$ cat src/rtl/nibble_fifo_serial_tx.sv
// Drain stage: pulls one byte per frame from the nibble-packing FIFO and
// shifts it out as an async serial frame (start, 8 data LSB first, opt. even parity, stop).
module nibble_fifo_serial_tx #(
    parameter int CLKS_PER_BIT = 4,
    parameter int PARITY_EN    = 0,
    parameter int STOP_BITS    = 1
) (
    input  logic       clk,
    input  logic       rst,
    input  logic       fifo_valid,
    input  logic [7:0] fifo_data,
    output logic       fifo_rd_en,
    output logic       tx,
    output logic       busy,
    output logic       frame_done,
    output logic [7:0] bytes_sent
);

    localparam int TW = $clog2(2 * CLKS_PER_BIT);
    localparam logic [TW-1:0] BIT_LAST  = TW'(CLKS_PER_BIT - 1);
    localparam logic [TW-1:0] STOP_LAST = TW'(STOP_BITS * CLKS_PER_BIT - 1);

    typedef enum logic [2:0] {
        S_IDLE, S_REQ, S_LOAD, S_START, S_DATA, S_PARITY, S_STOP
    } state_t;

    state_t          state_q, state_d;
    logic [TW-1:0]   timer_q, timer_d;
    logic [2:0]      idx_q, idx_d;
    logic [7:0]      shreg_q, shreg_d;
    logic            par_q, par_d;
    logic            tx_q, tx_d;
    logic            rd_en_q, rd_en_d;
    logic            busy_q, busy_d;
    logic            done_q, done_d;
    logic [7:0]      count_q, count_d;
    logic            bit_end, stop_end;

    assign bit_end  = (timer_q == BIT_LAST);
    assign stop_end = (timer_q == STOP_LAST);

    always_ff @(posedge clk) begin
        if (rst) begin
            state_q <= S_IDLE;
            timer_q <= '0;
            idx_q   <= '0;
            shreg_q <= '0;
            par_q   <= 1'b0;
            tx_q    <= 1'b1;
            rd_en_q <= 1'b0;
            busy_q  <= 1'b0;
            done_q  <= 1'b0;
            count_q <= '0;
        end else begin
            state_q <= state_d;
            timer_q <= timer_d;
            idx_q   <= idx_d;
            shreg_q <= shreg_d;
            par_q   <= par_d;
            tx_q    <= tx_d;
            rd_en_q <= rd_en_d;
            busy_q  <= busy_d;
            done_q  <= done_d;
            count_q <= count_d;
        end
    end

    always_comb begin
        state_d = state_q;
        timer_d = timer_q;
        idx_d   = idx_q;
        shreg_d = shreg_q;
        par_d   = par_q;
        unique case (state_q)
            S_IDLE: if (fifo_valid) state_d = S_REQ;
            S_REQ:  state_d = fifo_valid ? S_LOAD : S_IDLE;
            S_LOAD: begin
                shreg_d = fifo_data;
                par_d   = ^fifo_data;
                timer_d = '0;
                state_d = S_START;
            end
            S_START: begin
                if (bit_end) begin
                    timer_d = '0;
                    idx_d   = '0;
                    state_d = S_DATA;
                end else begin
                    timer_d = timer_q + 1'b1;
                end
            end
            S_DATA: begin
                if (bit_end) begin
                    timer_d = '0;
                    shreg_d = {1'b0, shreg_q[7:1]};
                    idx_d   = idx_q + 3'd1;
                    if (idx_q == 3'd7) state_d = (PARITY_EN != 0) ? S_PARITY : S_STOP;
                end else begin
                    timer_d = timer_q + 1'b1;
                end
            end
            S_PARITY: begin
                if (bit_end) begin
                    timer_d = '0;
                    state_d = S_STOP;
                end else begin
                    timer_d = timer_q + 1'b1;
                end
            end
            S_STOP: begin
                if (stop_end) begin
                    timer_d = '0;
                    state_d = S_IDLE;
                end else begin
                    timer_d = timer_q + 1'b1;
                end
            end
            default: state_d = S_IDLE;
        endcase
    end

    // Outputs are decoded from the next state so they register in step with it.
    always_comb begin
        tx_d = 1'b1;
        unique case (state_d)
            S_START:  tx_d = 1'b0;
            S_DATA:   tx_d = shreg_d[0];
            S_PARITY: tx_d = par_d;
            default:  tx_d = 1'b1;
        endcase
        rd_en_d = (state_d == S_REQ);
        busy_d  = (state_d != S_IDLE);
        done_d  = (state_q == S_STOP) && stop_end;
        count_d = count_q + {7'b0, done_d};
    end

    assign fifo_rd_en = rd_en_q;
    assign tx         = tx_q;
    assign busy       = busy_q;
    assign frame_done = done_q;
    assign bytes_sent = count_q;

endmodule
$ cat config.mk
export PLATFORM = sky130hd
export DESIGN_NAME = nibble_fifo_serial_tx
export DESIGN_NICKNAME = d
export VERILOG_FILES = /design/src/rtl/nibble_fifo_serial_tx.sv
export SDC_FILE = /design/constraint.sdc
export NUM_CORES = 1
export LEC_CHECK = 0
export CAP_MARGIN = 20
export CORE_MARGIN = 2
export CORE_UTILIZATION = 30
export CTS_CLUSTER_DIAMETER = 50
export DETAILED_ROUTE_END_ITERATION = 10
export PLACE_DENSITY = 0.6
export SLEW_MARGIN = 40
export SYNTH_ARGS = -nofsm -noshare
export SYNTH_HDL_FRONTEND = slang
export SYNTH_SLANG_ARGS = --single-unit
export TNS_END_PERCENT = 10
$ cat constraint.sdc
create_clock -name clk -period 2.1 [get_ports clk]
set_input_delay 0.42 -clock clk [delete_from_list [all_inputs] [get_ports clk]]
set_output_delay 0.42 -clock clk [all_outputs]
set_load 0.01 [all_outputs]
# After elaboration in Yosys (flattened, before gate mapping)
# Cells that the tools add are included.
# totals
mem_bits_rw	0
latch_bits	0
mem_bits_ro	0
memories	0
inputBits	11
regBits	30
word_cells	55
out_inout_bits	12
# classes
add_sub_neg	3
reduce_logical	10
shift	0
eq_ne	14
order_cmp	0
n_mux	17
bitwise_logic	0
div_mod_pow	0
multipliers	0
# ops
cell	n
2-to-1 mux 3 bit	9
case mux 3 bit (7 select lines)	1
equality test 3 bit (second input constant)	6
case mux 8 bit (2 select lines)	1
equality test 3 x 2 -> 1 bit (second input constant)	4
case mux 3 bit (2 select lines)	2
adder 8 x 1 -> 8 bit	1
2-to-1 mux 8 bit	1
parity 8 bit	1
adder 3 x 1 -> 3 bit (second input constant)	2
equality test 3 x 1 -> 1 bit (second input constant)	2
nonzero test 2 bit	3
inequality test 2 bit (second input constant)	2
OR reduction 4 bit	1
logical NOT 3 bit	1
case mux 1 bit (3 select lines)	1
AND reduction 3 bit	1
nonzero test 3 bit	1
2-to-1 mux 2 bit	1
AND reduction 2 bit	1
logical AND 1 bit	1
2-to-1 mux 1 bit	1

# Logic depth before layout (Yosys ltp)
# logic_depth
word_depth	6
depth_mapped	8
depth_no_buf	8

# Worst setup path before layout
# OpenSTA, ideal clock, no wires.
# synth_path
path_kind	reg-to-reg
startpoint	register timer_q[0]
endpoint	register count_q[5] (netlist: bytes_sent[5])
stages_incl_launch_ff	9
setup_ps	128
slack_ps	440
arrival_time_ps	1533
required_time_ps	1972
cell_sequence	dfxtp_1 ha_1 nand2b_1 nor4_1 ha_1 and3_1 nand3_1 xor2_1 nor2_1
# synth_between
elab_chain_cells	3
# synth_rtl
item	line	source
from (decl)	28	logic [TW-1:0] timer_q, timer_d;
from (signal assigned)	56	timer_q <= timer_d;
equality test 3 x 2 -> 1 bit	40	assign stop_end = (timer_q == STOP_LAST);
logical AND 1 bit	133	done_d = (state_q == S_STOP) && stop_end;
via done_d	35	logic done_q, done_d;
adder 8 x 1 -> 8 bit	134	count_d = count_q + {7'b0, done_d};
to (signal assigned)	64	count_q <= count_d;
to (decl)	36	logic [7:0] count_q, count_d;
# The timed path passes the listed nets, and every way through them passes these cells.
# A chain may end at the register's enable or synchronous reset.

# Worst setup path after layout
# Ends and elaborated chain as after synthesis.

==> reports/metrics.json <==
{
  "critical_path.reg2reg.startpoint": "timer_q[0]",
  "path_common_cell": "sky130_fd_sc_hd__ha_1",
  "fin_crit_sh_pct": 89.92,
  "groute.usage.overall_pct": 11.79,
  "drive_gt1_share_pct": 10.27,
  "initial_utilization_pct": 31.59,
  "met2_usage_pct": 16.62,
  "power.clock.fraction_pct": 40.0,
  "setup_viol": 0,
  "routed_wl_mm": 2.796,
  "endpoint": "bytes_sent[5]",
  "synth.lib_cells_used.distinct": 39,
  "groute.layer.met1.usage_pct": 15.57,
  "syn-mean-instance-area_um2": 8.942,
  "hold_slack_ns": 0.4569,
  "finish.cell_count_without_fillers": 237,
  "ant_nets": 0,
  "via_per_inst": 4.928,
  "grt_antenna_before_repair": 0,
  "power.total_mw": 1.207,
  "die_w_um": 72.41,
  "global_route.usage.met3_pct": 3.611,
  "combinationalPowerShare_pct": 11.0,
  "placement.cell_area_mm2": 0.001694,
  "power_density_mw_per_mm2": 674.9,
  "vias_in_the_first_global_route": 1066,
  "drt_iter0_drc": 60,
  "netSwitchingFraction_pct": 24.12,
  "portion_of_the_post_synthesis_area_used_by_sequential_elements_pct": 42.78,
  "detailroute.via_count": 1168,
  "final-max-slew-violation-count": 0,
  "leakagePower_nw": 0.6636,
  "worstPathMaxFanout": 5,
  "ctsResizeCount": 0,
  "total_switching_power_mw": 0.2912,
  "fp.dieH_um": 72.41,
  "finalNetCount": 200,
  "first_pass_iters": 4,
  "final_design_area_no_fill_mm2": 0.001789,
  "worst-setup-path-type": "reg2reg",
  "number_of_hold_slack_violations_in_the_final_timing_report": 0,
  "detail_route.drc_violations": 0,
  "worstPathArrival_ns": 2.07,
  "drt-wirelength-per-cell_um": 11.80,
  "max-clock-path-buffers": 2,
  "minimum_clock_period_ns": 1.888,
  "core_mm2": 0.004444,
  "cts_tree": "yes",
  "syn-instance-count": 157,
  "tritoncts_num_sinks": 30,
  "worst_hold_path_type": "reg2reg",
  "power.ir.vdd_worst_mv": 0.3239,
  "timing.max_slew.rel_slack_pct": 68.92,
  "cts_root_buf": "sky130_fd_sc_hd__clkbuf_8",
  "max_slew.worst_pin.slew_ns": 0.4662,
  "totalNegativeSetupSlack_ns": 0,
  "yosys_register_bits": 30,
  "cp-end-kind": "flip-flop",
  "synth_area_mm2": 0.001404,
  "timing.reg2reg.worst_path_depth": 8,
  "slowest_delay_ns": 0.35,
  "die-area_mm2": 0.005242,
  "syn_to_final_growth_pct": 27.45,
  "grt_busiest_layer": "met2",
  "hpwlAfterDp_mm": 2.046,
  "worst_setup_path_startpoint": "timer_q[0]",
  "number_of_levels_in_the_clock_h_tree": 2,
  "n_fill_cell": 461,
  "synth_net_count": 173,
  "numCtsBuffers": 5,
  "global_route.overflow_total": 0,
  "row_count": 24,
  "category_of_the_worst_setup_path_launch_point": "flip-flop",
  "outcome": "complete, no violations",
  "placed_instances": 229,
  "clock.fmax_mhz": 529.6,
  "r2r_slack_ns": 0.21,
  "clk-insertion-delay-late_ns": 0.28,
  "critical_path.reg2reg.endpoint": "bytes_sent[5]",
  "maxcap_violations": 0,
  "rsz0062_at_grt": "no",
  "diodes": 0,
  "critical_path.cell_chain": "ha_1 > nand2b_1 > nor4_1 > ha_1 > and3_1 > nand3_1 > xor2_1 > nor2_1",
  "critPathSlowestCell": "sky130_fd_sc_hd__dfxtp_1",
  "gpl.final_weighted_congestion": 0.8130,
  "cts.hold.buffers_added": 0,
  "maximum_number_of_pins_on_one_net_before_global_route_repair": 20,
  "post_cts_buffers": 0,
  "internal_power_mw": 0.9163,
  "floorplan.io_pins": 23,
  "clock_slew_at_the_register_clock_pins_of_the_worst_setup_and_hold_paths_ns": 0.07,
  "count_of_input_and_output_buffers": 22,
  "crit_required_ns": 2.28,
  "timing.clock.skew_ns": 0.006949,
  "seqPwrFrac_pct": 49.0,
  "grt_pass1_wl_mm": 4.761,
  "ys.warnings.count": 0
}
[flip-flops by register name, summed over array words and instances (netlist names)]
register and flops:
frame_done 1, timer_q 3, busy 1, state_q 3, tx 1, bytes_sent 8, fifo_rd_en 1, shreg_q 8
idx_q 3, par_q 1
[critical path: cells and delay by family, from the launching register on]
family	cells	cell delay, ns
DFF	1	0.35
xor gates and xnor gates	1	0.14
and+or+nand+nor	5	0.84
adders and majority gates	2	0.47
[area by class of cell]
class / count / area [µm²] / share of cell area, %
Multi-Input combinational cell: 113 / 737.0 / 41.19
Sequential cell: 30 / 600.6 / 33.57
Timing Repair Buffer: 29 / 272.8 / 15.24
Clock buffer: 6 / 82.58 / 4.615
Tap cell: 52 / 65.06 / 3.636
Inverter: 5 / 18.77 / 1.049
Clock inverter: 2 / 12.51 / 0.6993
[power by group through the flow]
| stage | sequential, mW | clock [mW] | combinational [mW] |
|---|---|---|---|
| 6_report | 0.592 | 0.482 | 0.133 |
| 3_5_place_dp | 0.605 | 0 | 0.134 |
| 2_1_floorplan | 0.607 | 0 | 0.0772 |
| 4_1_cts | 0.592 | 0.500 | 0.135 |
| 3_3_place_gp | 0.604 | 0 | 0.135 |
| 5_1_grt | 0.593 | 0.517 | 0.148 |
[per-stage QoR]
stage	setup WS [ns]	utilization [%]
finish	0.2118	40.26
global route	0.0009934	40.26
CTS	0.1823	40.26
detailed placement	0.2034	38.12
global placement	0.3220	38.12
floorplan	0.4399	-
[layer usage]
layer	routed length (µm)	up-vias
li1	-	610
met1	1432	531
met2	1173	20
met3	114	7
met4	76	0
met5	0	-
[cell usage after synthesis, drive strengths merged]
master / instances / area, µm²
xnor2: 9 / 78.83
a32o: 1 / 10.01
a21boi: 1 / 7.510
inv: 5 / 18.77
mux2i: 2 / 20.02
a22oi: 9 / 67.56
a211oi: 1 / 7.510
buf: 6 / 36.28
o221a: 1 / 11.26
ha: 5 / 62.56
xor2: 4 / 35.03
nand3: 5 / 25.02
nand2: 7 / 26.28
a31oi: 1 / 6.260
o21ai: 6 / 30.03
and3b: 1 / 8.760
a21oi: 13 / 65.06
and2: 2 / 15.02
a2111oi: 1 / 8.760
or3b: 1 / 8.760
a221o: 1 / 10.01
nor3b: 3 / 27.52
a21bo: 1 / 10.01
o21bai: 1 / 7.510
nor2: 19 / 71.32
dfxtp: 30 / 600.6
a41oi: 1 / 8.760
nand2b: 2 / 12.51
o22ai: 2 / 12.51
clkbuf: 3 / 11.26
o21a: 1 / 7.510
nor2b: 3 / 18.77
nand3b: 2 / 15.01
nor4: 1 / 6.260
nor3: 2 / 10.01
and3: 4 / 25.02
[kinds of logic after synthesis]
| group | synth area share, % |
|---|---|
| compound gates | 19.25 |
| xor+xnor | 8.111 |
| fa+ha+maj | 4.456 |
| buf+inv | 4.723 |
| flops | 42.78 |
| mux | 1.426 |
| simple gates | 19.25 |
[layout by cell type, fill, tap and decap left out, types with 2 or more instances in the layout]
master | netlist | final
sky130_fd_sc_hd__nor3b_1 | 2 | 2
sky130_fd_sc_hd__clkbuf_8 | 0 | 6
sky130_fd_sc_hd__nor3_1 | 2 | 2
sky130_fd_sc_hd__nand3b_1 | 2 | 2
sky130_fd_sc_hd__nor2b_1 | 3 | 3
sky130_fd_sc_hd__nor2_1 | 19 | 19
sky130_fd_sc_hd__inv_1 | 5 | 5
sky130_fd_sc_hd__a21oi_1 | 13 | 13
sky130_fd_sc_hd__o21ai_0 | 6 | 6
sky130_fd_sc_hd__o22ai_1 | 2 | 2
sky130_fd_sc_hd__nand2_1 | 7 | 7
sky130_fd_sc_hd__ha_1 | 5 | 5
sky130_fd_sc_hd__buf_4 | 0 | 7
sky130_fd_sc_hd__xnor2_1 | 9 | 9
sky130_fd_sc_hd__clkdlybuf4s50_1 | 0 | 22
sky130_fd_sc_hd__nand3_1 | 5 | 5
sky130_fd_sc_hd__and3_1 | 4 | 4
sky130_fd_sc_hd__dfxtp_1 | 30 | 30
sky130_fd_sc_hd__mux2i_1 | 2 | 2
sky130_fd_sc_hd__xor2_1 | 4 | 4
sky130_fd_sc_hd__nand2b_1 | 2 | 2
sky130_fd_sc_hd__a22oi_1 | 9 | 9
[worst min-delay path by stage]
stage | to | cells after the start | slack, ns | startpoint
3_5_place_dp | shreg_q[4] | 2 | 0.45 | shreg_q[4]
3_3_place_gp | shreg_q[1] | 2 | 0.45 | shreg_q[1]
4_1_cts | shreg_q[6] | 2 | 0.46 | shreg_q[6]
2_1_floorplan | shreg_q[1] | 2 | 0.44 | shreg_q[1]
6_report | shreg_q[6] | 2 | 0.46 | shreg_q[6]
5_1_grt | shreg_q[4] | 2 | 0.49 | shreg_q[4]
Power figures use the tool's default switching activity.
